<file path="config.mk">
export PLATFORM = sky130hd
export DESIGN_NAME = spongent_absorb
export DESIGN_NICKNAME = d
export VERILOG_FILES = /design/src/rtl/spongent_absorb.sv
export SDC_FILE = /design/constraint.sdc
export NUM_CORES = 1
export LEC_CHECK = 0
export ABC_AREA = 1
export CAP_MARGIN = 20
export CORE_UTILIZATION = 39
export CTS_CLUSTER_SIZE = 40
export DETAILED_ROUTE_END_ITERATION = 10
export GPL_TIMING_DRIVEN = 0
export PLACE_DENSITY = 0.62
export SLEW_MARGIN = 20
export SYNTH_ARGS = -nofsm -noshare
export SYNTH_HDL_FRONTEND = slang
export SYNTH_MEMORY_MAX_BITS = 65536
export SYNTH_SLANG_ARGS = --single-unit
</file>
<file path="constraint.sdc">
create_clock -name clk -period 2.4 [get_ports clk]
set_clock_uncertainty 0.15 [all_clocks]
set_input_delay 0.72 -clock clk [delete_from_list [all_inputs] [get_ports clk]]
set_output_delay 0.72 -clock clk [all_outputs]
set_load 0.03 [all_outputs]
</file>
<file path="src/rtl/spongent_absorb.sv">
// spongent_absorb
//   Iterative Spongent-88/176/88 permutation core for the absorb phase of the
//   Spongent hash. One round is evaluated per clock. A full permutation takes
//   ROUNDS cycles after the start edge.
//
// Ports
//   clk        rising-edge clock
//   rst        synchronous active-high reset
//   state_in   state to permute; sampled only on the start edge (IDLE & en)
//   en         level enable / start request
//   state_out  permuted state; valid while rdy=1, held otherwise
//   rdy        high when state_out holds a completed permutation
module spongent_absorb #(
   parameter int unsigned WIDTH     = 264,
   parameter int unsigned ROUNDS    = 135,
   parameter logic [7:0]  LFSR_INIT = 8'hD2
) (
   input  logic             clk,
   input  logic             rst,
   input  logic [WIDTH-1:0] state_in,
   input  logic             en,
   output logic [WIDTH-1:0] state_out,
   output logic             rdy
);

   localparam logic [1:0] S_IDLE = 2'd0;
   localparam logic [1:0] S_RUN  = 2'd1;
   localparam logic [1:0] S_DONE = 2'd2;

   localparam logic [7:0] CNT_LAST = 8'(ROUNDS - 1);

   logic [1:0]       r_fsm;
   logic [WIDTH-1:0] r_state;
   logic [WIDTH-1:0] r_out;
   logic [7:0]       r_lfsr;
   logic [7:0]       r_cnt;
   logic             r_rdy;

   logic [7:0]       w_lfsr_rev;
   logic [7:0]       w_lfsr_next;
   logic [WIDTH-1:0] w_rc;
   logic [WIDTH-1:0] w_sbox;
   logic [WIDTH-1:0] w_round;

   function automatic logic [3:0] sbox(input logic [3:0] x);
      logic [3:0] y;
      case (x)
         4'h0: y = 4'hE;
         4'h1: y = 4'hD;
         4'h2: y = 4'hB;
         4'h3: y = 4'h0;
         4'h4: y = 4'h2;
         4'h5: y = 4'h1;
         4'h6: y = 4'h4;
         4'h7: y = 4'hF;
         4'h8: y = 4'h7;
         4'h9: y = 4'hA;
         4'hA: y = 4'h8;
         4'hB: y = 4'h5;
         4'hC: y = 4'h9;
         4'hD: y = 4'hC;
         4'hE: y = 4'h3;
         default: y = 4'h6;
      endcase
      return y;
   endfunction

   // x^8+x^4+x^3+x^2+1, shifting towards the MSB
   assign w_lfsr_next = {r_lfsr[6:0], r_lfsr[7] ^ r_lfsr[3] ^ r_lfsr[2] ^ r_lfsr[1]};

   // Single-cycle round: round constant, S-box layer, pLayer
   always_comb begin
      w_lfsr_rev = '0;
      for (int unsigned i = 0; i < 8; i++) begin
         w_lfsr_rev[7-i] = r_lfsr[i];
      end

      // lfsr goes into the low byte; its bit-reversal into the top byte
      w_rc = r_state ^ {w_lfsr_rev, {(WIDTH-16){1'b0}}, r_lfsr};

      w_sbox = '0;
      for (int unsigned k = 0; k < WIDTH/4; k++) begin
         w_sbox[9'(4*k) +: 4] = sbox(w_rc[9'(4*k) +: 4]);
      end

      // bit j -> (j*66) mod 263; the top bit is a fixed point
      w_round = '0;
      for (int unsigned j = 0; j < WIDTH-1; j++) begin
         w_round[9'((j * (WIDTH/4)) % (WIDTH-1))] = w_sbox[9'(j)];
      end
      w_round[WIDTH-1] = w_sbox[WIDTH-1];
   end

   always_ff @(posedge clk) begin
      if (rst) begin
         r_fsm   <= S_IDLE;
         r_state <= '0;
         r_out   <= '0;
         r_lfsr  <= LFSR_INIT;
         r_cnt   <= '0;
         r_rdy   <= 1'b0;
      end else begin
         case (r_fsm)
            S_IDLE: begin
               if (en) begin
                  r_state <= state_in;
                  r_lfsr  <= LFSR_INIT;
                  r_cnt   <= '0;
                  r_fsm   <= S_RUN;
               end
            end
            S_RUN: begin
               r_state <= w_round;
               r_lfsr  <= w_lfsr_next;
               r_cnt   <= r_cnt + 8'd1;
               if (r_cnt == CNT_LAST) begin
                  r_out <= w_round;
                  r_rdy <= 1'b1;
                  r_fsm <= S_DONE;
               end
            end
            S_DONE: begin
               // en must drop before another start is accepted
               if (!en) begin
                  r_rdy <= 1'b0;
                  r_fsm <= S_IDLE;
               end
            end
            default: begin
               r_fsm <= S_IDLE;
            end
         endcase
      end
   end

   assign state_out = r_out;
   assign rdy       = r_rdy;

endmodule

</file>
==> results by group <==
Clocking
  • Number of hold-repair buffers added at the cts stage: 0
  • CTS tree: done
  • Deepest clock path buffer count: 3
  • Clock latency reported for the late side of the worst-skew pair: roughly 0.62 ns
  • Number of buffers created by CTS: 67
  • Clock-pin transition on the worst setup and hold timing paths: 0.06 ns
  • H-tree levels: 3
  • CTS Root Buffer Type: clkbuf_16
  • Total clock sinks: about 550

Job
  • Number of max-capacitance violations reported: 0

Setup path
  • Startpoint type of the worst setup path: register
  • FF-to-FF Start: r_state[128]
  • Data arrival at the endpoint of the critical path: 2.83 ns
  • Required time of the critical path: 2.79 ns
  • R2R setup slack: -0.04 ns
  • Cell count of the worst reg-to-reg path: 8
  • End of the worst register-to-register path: state_out[32]
  • Start-to-end type of the worst setup path: register to register
  • Crit. End Element: register
  • Critical Path Fanout Max: 4

Drt
  • Via count of the routed design: approximately 35,000
  • Count of routing violations after the opening detailed-route iteration: between 3,000 and 4,000
  • Vias per cell: roughly 5.4
  • Post-detailed-route wirelength per cell: ~24 um
  • Antenna-violating nets left: 0
  • Post-Route WL: roughly 160,000 um
  • Number of remaining DRC errors: 0
  • Detailed Routing Iterations Pass 1: 8

Power
  • Worst vdd rail ir drop: between 0.0004 and 0.0005 V
  • Areal power density over the cells: between 700 and 800 mW/mm2
  • Total internal power: 0.0186 W
  • Power share of the combinational group: 0.270
  • Leak: about 19 nW
  • Switching power as a share of total power: 0.370
  • Net switching power figure: about 0.011 W
  • Relative contribution of sequential cells to total power: 0.348
  • Clock network fraction of design power: 0.382

Layout
  • Final instance count without filler cells: 6,496
  • NumNets Final: 5,898
  • Fill cell instance count of the final layout: around 8,400
  • Area growth syn-to-layout: 28.5%
  • Proportion of layout cells with a drive suffix above 1: 0.0507
  • Utilization after layout: 0.506

Place
  • Number of placed instances, taps included: between 6,000 and 7,000
  • Final HPWL DP: between 100,000 and 150,000 um
  • Worst setup timing slack at the placement stage: -1.49 ns
  • Count of input and output buffers: around 530
  • Placer's final routability congestion estimate: around 1

Floorplanning
  • Number of top-level design ports: approximately 530
  • Initial core utilization: 0.394
  • Chip Width: 287 um
  • Placeable core region: ~0.08 mm2
  • Die boundary height: 287 um
  • Area of the die: between 0.08 and 0.09 mm2
  • Number of rows created at floorplan: between 100 and 150

Logic synthesis
  • Synthesis-stage register bit count: between 500 and 600
  • Post-synthesis cell count: 4,766
  • Total nets after synthesis: around 5,300
  • Number of distinct standard cells referenced by the synthesized netlist: 27
  • Synthesized area: between 0.03 and 0.04 mm2
  • Average cell area after synthesis: about 6.6 um2
  • Synth warn: 0
  • Part of the Yosys area used for sequential elements: 0.346

STA
  • Final critical-path required period: 2.44 ns
  • Post-route fraction of the period consumed by the critical path: 1.02
  • Number of max-slew violations in the final report: 0
  • Post-route setup slack: -0.0446 ns
  • Peak clock frequency supported by timing: just over 0.4 GHz
  • Slew Limit Headroom: 0.194
  • Setup-failing EPs final: 3
  • Hold Violations, Final: 0
  • Transition time of the tightest slew-check pin: between 1 and 1.5 ns
  • Unrepaired setup endpoints after global routing: yes
  • Total negative slack for setup checks: -0.105 ns

Global routing
  • Vias in the first global route: 31,400
  • First-pass GRT wire length: 219,000 um
  • Total gr overflow: 0
  • Maximum number of pins on one net before global-route repair: 14
  • Overall fraction of global-route tracks in use: 0.369
  • Antenna violations before repair: 17

Min path
  • Hold path start: state_out[14]
  • Hold WC Path Type: register to register
  • Endpoint of the worst hold-timing path: state_out[14]
  • Min-Delay Path Depth: 2

Run status
  • Outcome: complete, but fails checks
  • Violations in the final reports: negative setup slack
==> registers in the layout (all words and copies together), names as in the netlist <==
signal,count
r_state,264
r_fsm,2
r_cnt,8
state_out,264
r_lfsr,8
rdy,1
==> cell families after synthesis <==
| kind of cell | count (synthesis) | synth area share |
|---|---|---|
| adders and majority gates | 258 | 0.102 |
| AOI/OAI and AO/OA | 1149 | 0.193 |
| and+or+nand+nor | 2009 | 0.247 |
| buffers and inverters | 718 | 0.0881 |
| DFF | 547 | 0.346 |
| xor gates and xnor gates | 85 | 0.0235 |
==> layout make-up <==
type | count | area [um2] | area share
timing repair buffer | 538 | 5040 | 0.124
tap | 1060 | 1330 | 0.0326
buffer | 237 | 1150 | 0.0283
sequential | 547 | 11000 | 0.269
clock inverter | 29 | 427 | 0.0105
clock buffer | 92 | 1970 | 0.0483
multi-input combinational | 3501 | 18000 | 0.442
inverter | 481 | 1810 | 0.0444
antenna | 11 | 27.5 | 0.000677
==> power by group through the flow <==
stage / logic [W] / clock network (W) / registers [W]
finish: 0.00797 / 0.0113 / 0.0103
global route: 0.00844 / 0.0117 / 0.0104
CTS: 0.00768 / 0.0113 / 0.0103
detailed placement: 0.00760 / 0 / 0.0104
global placement: 0.00754 / 0 / 0.0104
floorplan: 0.00406 / 0 / 0.0102
==> through the flow <==
step,instance area (um2),power [W],hold slack (ns)
after floorplan,31700,0.0143,0.299
final,40700,0.0295,0.312
after global placement,38300,0.0180,0.303
after CTS,40600,0.0292,0.312
after detailed placement,38300,0.0180,0.305
after global routing,40700,0.0305,0.328
==> critical path, stage by stage, from the launching register on <==
cell,delay (ns)
dfxtp_1,0.43
inv_1,0.12
ha_1,0.30
inv_1,0.09
nand2_1,0.07
nand2_1,0.08
xor2_1,0.81
nand2_1,0.14
a21oi_1,0.16
==> cell usage after synthesis <==
cell	n	area share
nand2_1	1482	0.18
o21ai_0	568	0.090
dfxtp_1	547	0.35
inv_1	480	0.057
a21oi_1	412	0.065
nor2_1	311	0.037
ha_1	258	0.10
clkbuf_1	142	0.017
nor3_1	122	0.019
o211ai_1	98	0.023
nand3_1	85	0.013
xor2_1	79	0.022
buf_2	71	0.011
a31oi_1	46	0.0091
buf_1	23	0.0027
a211oi_1	10	0.0024
o31ai_1	6	0.0014
xnor2_1	6	0.0017
o22ai_1	5	0.00099
o221ai_1	4	0.0011
nand4_1	3	0.00059
or2_2	3	0.00059
buf_4	1	0.00024
inv_2	1	0.00012
nand2_2	1	0.00020
nor2_2	1	0.00020
nor2_4	1	0.00036
==> metal layers <==
layer  vias to the layer above  global-route usage  wire length [um]
li1                      16600                   -                 -
met1                     16600               0.482             64700
met2                      1786               0.572             68500
met3                       311              0.0741             15200
met4                        10               0.195              8920
met5                         -                   0                57
==> how the worst max path moves through the flow <==
stage | cells after the start | from | slack, ns | endpoint
finish | 8 | r_state[128] | -0.04 | state_out[32]
global route | 8 | r_cnt[0] | -0.06 | state_out[161]
CTS | 7 | en | 0.0005 | r_state[128]
detailed placement | 5 | rst | -1.49 | r_state[98]
global placement | 5 | rst | -1.69 | r_state[256]
floorplan | 4 | rst | 0.54 | r_state[108]
==> layout by cell type, fill, tap and decap left out, types with 10 or more instances in the layout <==
cell type	count
a21oi_1	410
inv_1	480
clkbuf_8	12
o21ai_1	20
a31oi_1	46
bufinv_16	10
xor2_1	74
clkbuf_4	16
nor2_1	310
clkdlybuf4s50_1	266
o21ai_0	546
buf_1	12
diode_2	11
dlygate4sd2_1	264
o211ai_1	98
nor3_1	122
clkbuf_16	71
clkbuf_1	98
a211oi_1	10
nand2_1	1481
clkbuf_2	48
clkinv_2	10
buf_4	23
nand3_1	84
buf_2	56
dfxtp_1	547
ha_1	258
==> repair_timing <==
action | CTS | global route
resized for setup | 346 | 50
pin swaps | 1 | 0
endpoints found under the hold margin | 0 | 0
setup buffers | 3 | 0
endpoints found under the setup margin | 764 | 240
gates cloned | 0 | 0
No activity file was read; power rests on OpenSTA's default activity.
